### src/rtl/bram_port_arbiter.sv
// -----------------------------------------------------------------------------
// bram_port_arbiter
//
// Two-requester round-robin arbiter for the shared port of a dual-port BRAM.
// One access is granted per cycle. The winning access is registered onto the
// memory port, and read data is steered back to the requester that issued it.
//
// Optional feature: define ARB_BURST_LOCK_EN to build the IDLE/LOCK0/LOCK1
// burst-lock FSM. A requester can then keep the port for up to MAX_BURST
// consecutive grants. Without the macro, r0_lock/r1_lock are ignored.
//
// Ports
//   clk, reset            clock, asynchronous active-high reset
//   rN_req/we/addr/wdata  access request and its qualifiers, held until granted
//   rN_lock               burst-lock request (ARB_BURST_LOCK_EN only)
//   rN_gnt                combinational grant (access accepted this cycle)
//   rN_rvalid, rN_rdata   one-cycle read return strobe and data
//   mem_addr/data/we      registered BRAM port drive
//   mem_q                 BRAM read data
// -----------------------------------------------------------------------------
module bram_port_arbiter #(
   parameter int WIDTH      = 16,
   parameter int ADDR_WIDTH = 16,
   parameter int RD_LATENCY = 1,
   parameter int MAX_BURST  = 8
) (
   input  logic                  clk,
   input  logic                  reset,
   input  logic                  r0_req,
   input  logic                  r0_we,
   input  logic [ADDR_WIDTH-1:0] r0_addr,
   input  logic [WIDTH-1:0]      r0_wdata,
   input  logic                  r0_lock,
   input  logic                  r1_req,
   input  logic                  r1_we,
   input  logic [ADDR_WIDTH-1:0] r1_addr,
   input  logic [WIDTH-1:0]      r1_wdata,
   input  logic                  r1_lock,
   output logic                  r0_gnt,
   output logic                  r1_gnt,
   output logic                  r0_rvalid,
   output logic                  r1_rvalid,
   output logic [WIDTH-1:0]      r0_rdata,
   output logic [WIDTH-1:0]      r1_rdata,
   output logic [ADDR_WIDTH-1:0] mem_addr,
   output logic [WIDTH-1:0]      mem_data,
   output logic                  mem_we,
   input  logic [WIDTH-1:0]      mem_q
);

   // last = id of the most recently granted requester; the other one wins a tie
   logic last_q, last_d;
   logic rr_gnt0, rr_gnt1;

   assign rr_gnt1 = r1_req && (!r0_req || (last_q == 1'b0));
   assign rr_gnt0 = r0_req && !rr_gnt1;

`ifdef ARB_BURST_LOCK_EN
   typedef enum logic [1:0] {IDLE, LOCK0, LOCK1} state_t;

   localparam logic [7:0] BURST_LAST = 8'(MAX_BURST - 1);

   state_t     state_q, state_d;
   logic [7:0] cnt_q, cnt_d;

   always_ff @(posedge clk or posedge reset) begin
      if (reset) begin
         state_q <= IDLE;
         cnt_q   <= '0;
      end else begin
         state_q <= state_d;
         cnt_q   <= cnt_d;
      end
   end

   always_comb begin
      r0_gnt  = 1'b0;
      r1_gnt  = 1'b0;
      state_d = state_q;
      cnt_d   = cnt_q;
      last_d  = last_q;
      case (state_q)
         LOCK0: begin
            // Owner-only; leaving always hands the next tie to r1
            last_d = 1'b0;
            if (!r0_req) begin
               state_d = IDLE;
               cnt_d   = '0;
            end else begin
               r0_gnt = 1'b1;
               if (!r0_lock || cnt_q == BURST_LAST) begin
                  state_d = IDLE;
                  cnt_d   = '0;
               end else begin
                  cnt_d = cnt_q + 8'd1;
               end
            end
         end
         LOCK1: begin
            last_d = 1'b1;
            if (!r1_req) begin
               state_d = IDLE;
               cnt_d   = '0;
            end else begin
               r1_gnt = 1'b1;
               if (!r1_lock || cnt_q == BURST_LAST) begin
                  state_d = IDLE;
                  cnt_d   = '0;
               end else begin
                  cnt_d = cnt_q + 8'd1;
               end
            end
         end
         default: begin
            r0_gnt = rr_gnt0;
            r1_gnt = rr_gnt1;
            if (rr_gnt0) begin
               last_d = 1'b0;
               if (r0_lock) begin
                  state_d = LOCK0;
                  cnt_d   = 8'd1;
               end
            end else if (rr_gnt1) begin
               last_d = 1'b1;
               if (r1_lock) begin
                  state_d = LOCK1;
                  cnt_d   = 8'd1;
               end
            end
         end
      endcase
   end
`else
   // Lock inputs and burst bound have no function in this build
   logic unused_cfg;
   assign unused_cfg = r0_lock ^ r1_lock ^ MAX_BURST[0];

   always_comb begin
      r0_gnt = rr_gnt0;
      r1_gnt = rr_gnt1;
      last_d = last_q;
      if (rr_gnt0) begin
         last_d = 1'b0;
      end else if (rr_gnt1) begin
         last_d = 1'b1;
      end
   end
`endif

   logic any_gnt, sel_we;
   assign any_gnt = r0_gnt | r1_gnt;
   assign sel_we  = r1_gnt ? r1_we : r0_we;

   // Read tag pipeline: stage 0 lines up with mem_addr, stage RD_LATENCY with mem_q
   logic [RD_LATENCY:0] rd_vld_p;
   logic [RD_LATENCY:0] rd_id_p;

   always_ff @(posedge clk or posedge reset) begin
      if (reset) begin
         last_q   <= 1'b1;
         mem_we   <= 1'b0;
         mem_addr <= '0;
         mem_data <= '0;
         rd_vld_p <= '0;
         rd_id_p  <= '0;
      end else begin
         last_q   <= last_d;
         // Grant stage -> memory port stage
         mem_we   <= any_gnt & sel_we;
         if (any_gnt) begin
            mem_addr <= r1_gnt ? r1_addr  : r0_addr;
            mem_data <= r1_gnt ? r1_wdata : r0_wdata;
         end
         // Memory port stage -> read return stage
         rd_vld_p <= {rd_vld_p[RD_LATENCY-1:0], any_gnt & ~sel_we};
         rd_id_p  <= {rd_id_p[RD_LATENCY-1:0], r1_gnt};
      end
   end

   assign r0_rvalid = rd_vld_p[RD_LATENCY] & ~rd_id_p[RD_LATENCY];
   assign r1_rvalid = rd_vld_p[RD_LATENCY] &  rd_id_p[RD_LATENCY];
   assign r0_rdata  = r0_rvalid ? mem_q : '0;
   assign r1_rdata  = r1_rvalid ? mem_q : '0;

endmodule

### config.mk
export PLATFORM = sky130hd
export DESIGN_NAME = bram_port_arbiter
export DESIGN_NICKNAME = d
export VERILOG_FILES = /design/src/rtl/bram_port_arbiter.sv
export SDC_FILE = /design/constraint.sdc
export NUM_CORES = 1
export LEC_CHECK = 0
export CAP_MARGIN = 10
export CORE_MARGIN = 2
export CORE_UTILIZATION = 33
export DETAILED_ROUTE_END_ITERATION = 8
export GPL_ROUTABILITY_DRIVEN = 1
export PLACE_DENSITY_LB_ADDON = 0.05
export SYNTH_ARGS = -nofsm -noshare
export SYNTH_HDL_FRONTEND = slang
export SYNTH_SLANG_ARGS = --single-unit
### constraint.sdc
create_clock -name clk -period 1.5 [get_ports clk]
set_clock_uncertainty 0.2 [all_clocks]
set_input_delay 0.225 -clock clk [delete_from_list [all_inputs] [get_ports clk]]
set_output_delay 0.225 -clock clk [all_outputs]
set_load 0.005 [all_outputs]
==> metrics.md <==
| Metric | Value |
|---|---|
| RSZ-0062 raised after global routing | true |
| Worst-Skew Late Latency | 280 ps |
| Count of cell types in the netlist | 22 |
| Final HPWL DP | 5350 um |
| Initial DRC count | 95 |
| Post-DP Area | 4000 um2 |
| Drt via density | 5.06 |
| PwrDens | 735 nW/um2 |
| FF+latch area | 953 um2 |
| Setup WS post-layout | -288 ps |
| Stages on the worst setup path | 5 |
| Initial antenna violation count | 0 |
| Failing checks | negative setup slack |
| Root buffer cell | clkbuf_8 |
| CP Capture Type | primary output |
| #FFs+latches synth | 38 |
| Worst-Margin Slew | 494 ps |
| Critical Path Most Common Cell | buf_6 |
| RR Startpoint | last_q$_DFFE_PP1P_ |
| Mean Syn Cell Area | 10.1 um2 |
| Fillcell total | 591 |
| Fin. Hold Viols | 0 |
| Worst r2r dst | mem_addr[9]$_DFFE_PP0P_ |
| GRT overflow | 0 |
| Initial Util | 34.4% |
| IO Pins | 157 |
| Area of the multi-input gates | 1350 um2 |
| Met1 Resource Use GR | 27.4% |
| Maxcap violations | 0 |
| Met2 Track Usage GR | 34.7% |
| Final setup fails | 67 |
| CTS tree | yes |
| Yosys warning count | 0 |
| Slowest CP cell | dfrtp_2 |
| Worst slew margin | 66.9% |
| Most frequent cell after synthesis | dfrtp_1 |
| Crit path from | rd_id_p[1]$_DFF_PP0_ |
| CP bufs+invs | 3 |
| Clk buf depth | 2 |
| LEAKAGE | 0.00213 uW |
| Layout Nets | 499 |
| Reg-to-reg slack, setup | -70 ps |
| Critical Path Fanout Max | 4 |
| Delay-heaviest family, CP | flip-flops |
| Post-synth net total | 322 |
| First-pass detailed-route iteration total | 4 |
| Worst Hold Class | input pin to async pin |
| Top FF cell, synth | dfrtp_1 |
| IO Port Bufs | 154 |
| Routing usage on met3 | 3.92% |
| Vias | 2570 |
| # H-tree levels | 2 |
| TNS Setup | -8160 ps |
| Util after Layout | 64.8% |
| WL/cell | 16.6 um |
| Worst-path cell chain | nor2b_4, buf_6, buf_6, and2_4, buf_6 |
| Full die area | 7850 um2 |
| Max-slew violations | 0 |
| Share of the synthesized area in the top cell type | 39.2% |
| Min Hold Slack | 1.12 ps |
| Clk slew on worst S/H paths | 80 ps |
| Final instance area | 4450 um2 |
| # DRC | 0 |
| Die height | 88.6 um |
| Setup crit start kind | register |
| GPL Wtd Cong | 0.747 |
| Crit path to | r0_rdata[11] |
| Max Freq | 0.559 GHz |
| Largest net degree at the start of global routing | 43 |
| Post-synth EDFFs | 0 |
| Path depth of the worst reg2reg path | 5 |
| Register area share after synthesis | 40.3% |
| Chip width | 88.6 um |
| Top post-synthesis cells by area | dfrtp_1 (39%), mux2i_1 (14%), and3b_1 (10%) |
| Tcrit/Tclk final | 119% |
| Synthesized area | 2360 um2 |
| Routed wire length | 8410 um |
| Row count | 30 |
| Diode count | 0 |
| Busiest layer in global routing | met2 |
| Area delta synth->final | 88.3% |
| Final ANT Viol Nets | 0 |
| First-pass GRT wire length | 12400 um |
| Cell count after synthesis | 234 |
| Post-synth top cells | dfrtp_1 (37), o21ai_1 (33), a31oi_1 (32), mux2i_1 (32), and3b_1 (28) |
| Peak VDD IR | 0.347 mV |
| Total GRT Usage | 20.3% |
| CTS Buf Count | 5 |
| WP data required | 1070 ps |
| Clk sinks | 38 |
| Synth area leader | dfrtp_1 |
| Status | complete, but fails checks |
| Vias in the first global route | 2441 |
| Share of cells above drive strength 1 | 29.4% |
| CP max stage delay | 450 ps |
| Core Area | 6870 um2 |
| Final Critical Period | 1790 ps |
| Worst Path Class, Setup | register to primary output |
| Synth async-reset ratio | 100% |
| Worst Path Arrival | 1360 ps |
-- registers in the layout, summed over array words and instances (netlist names) --
| register | cells |
|---|---|
| mem_addr | 16 |
| mem_data | 16 |
| rd_id_p | 2 |
| rd_vld_p | 2 |
| last_q | 1 |
| mem_we | 1 |
-- placed cells by master, fill, tap and decap left out, types with 12 or more instances in the layout --
master,instances
clkdlybuf4s50_1,83
and3b_1,28
a31oi_1,32
mux2i_1,32
buf_6,43
o21ai_1,33
and2_4,12
and3_4,14
dfrtp_1,36
buf_4,16
dlygate4sd2_1,33
-- how the worst min path moves through the flow --
| stage | startpoint | end |
|---|---|---|
| final | reset | mem_addr[0]$_DFFE_PP0P_ |
| after global routing | reset | mem_addr[0]$_DFFE_PP0P_ |
| after CTS | reset | mem_addr[0]$_DFFE_PP0P_ |
| after detailed placement | rd_id_p[0]$_DFF_PP0_ | rd_id_p[1]$_DFF_PP0_ |
| after global placement | rd_vld_p[0]$_DFF_PP0_ | rd_vld_p[1]$_DFF_PP0_ |
| after floorplan | r0_we | rd_vld_p[0]$_DFF_PP0_ |
-- routing by layer --
layer | vias to the layer above | part of all wire [%]
li1 | 1227 | -
met1 | 1235 | 45
met2 | 103 | 49
met3 | 5 | 6.2
met4 | 0 | 0.51
met5 | - | 0
-- report_power, final --
part,leakage [uW],switching [uW],total (uW),internal (uW)
sequential,0.000450,75.3,1240,1160
clock,0.0000385,359,688,329
combinational,0.00164,510,1340,832
total,0.00213,944,3270,2320
-- metrics by stage --
step | setup slack [ps] | total power, uW | cells
2_1_floorplan | 90.1 | 1730 | 234
3_3_place_gp | -273 | 2410 | 480
3_5_place_dp | -281 | 2420 | 480
4_1_cts | -300 | 3280 | 507
5_1_grt | -363 | 3460 | 508
6_report | -288 | 3270 | 508
-- cell families after synthesis --
logic type / synth area share, %
AOI/OAI and AO/OA: 16.4
buffers and inverters: 7.79
DFF: 40.3
muxes: 13.6
and+or+nand+nor: 22.0
-- final cells by class --
type,instances,share of cell area (%)
Timing Repair Buffer,194,43.4
Multi-Input combinational cell,169,30.3
Sequential cell,38,21.4
Tap cell,96,2.70
Clock buffer,7,1.72
Inverter,3,0.253
Clock inverter,1,0.169
-- repair_timing --
action	CTS	global route
cloned	7	0
setup endpoints to repair	102	68
gates resized for setup	235	32
hold buffers	0	0
pin swaps	17	0
buffers inserted	12	5
Power figures use the tool's default switching activity.
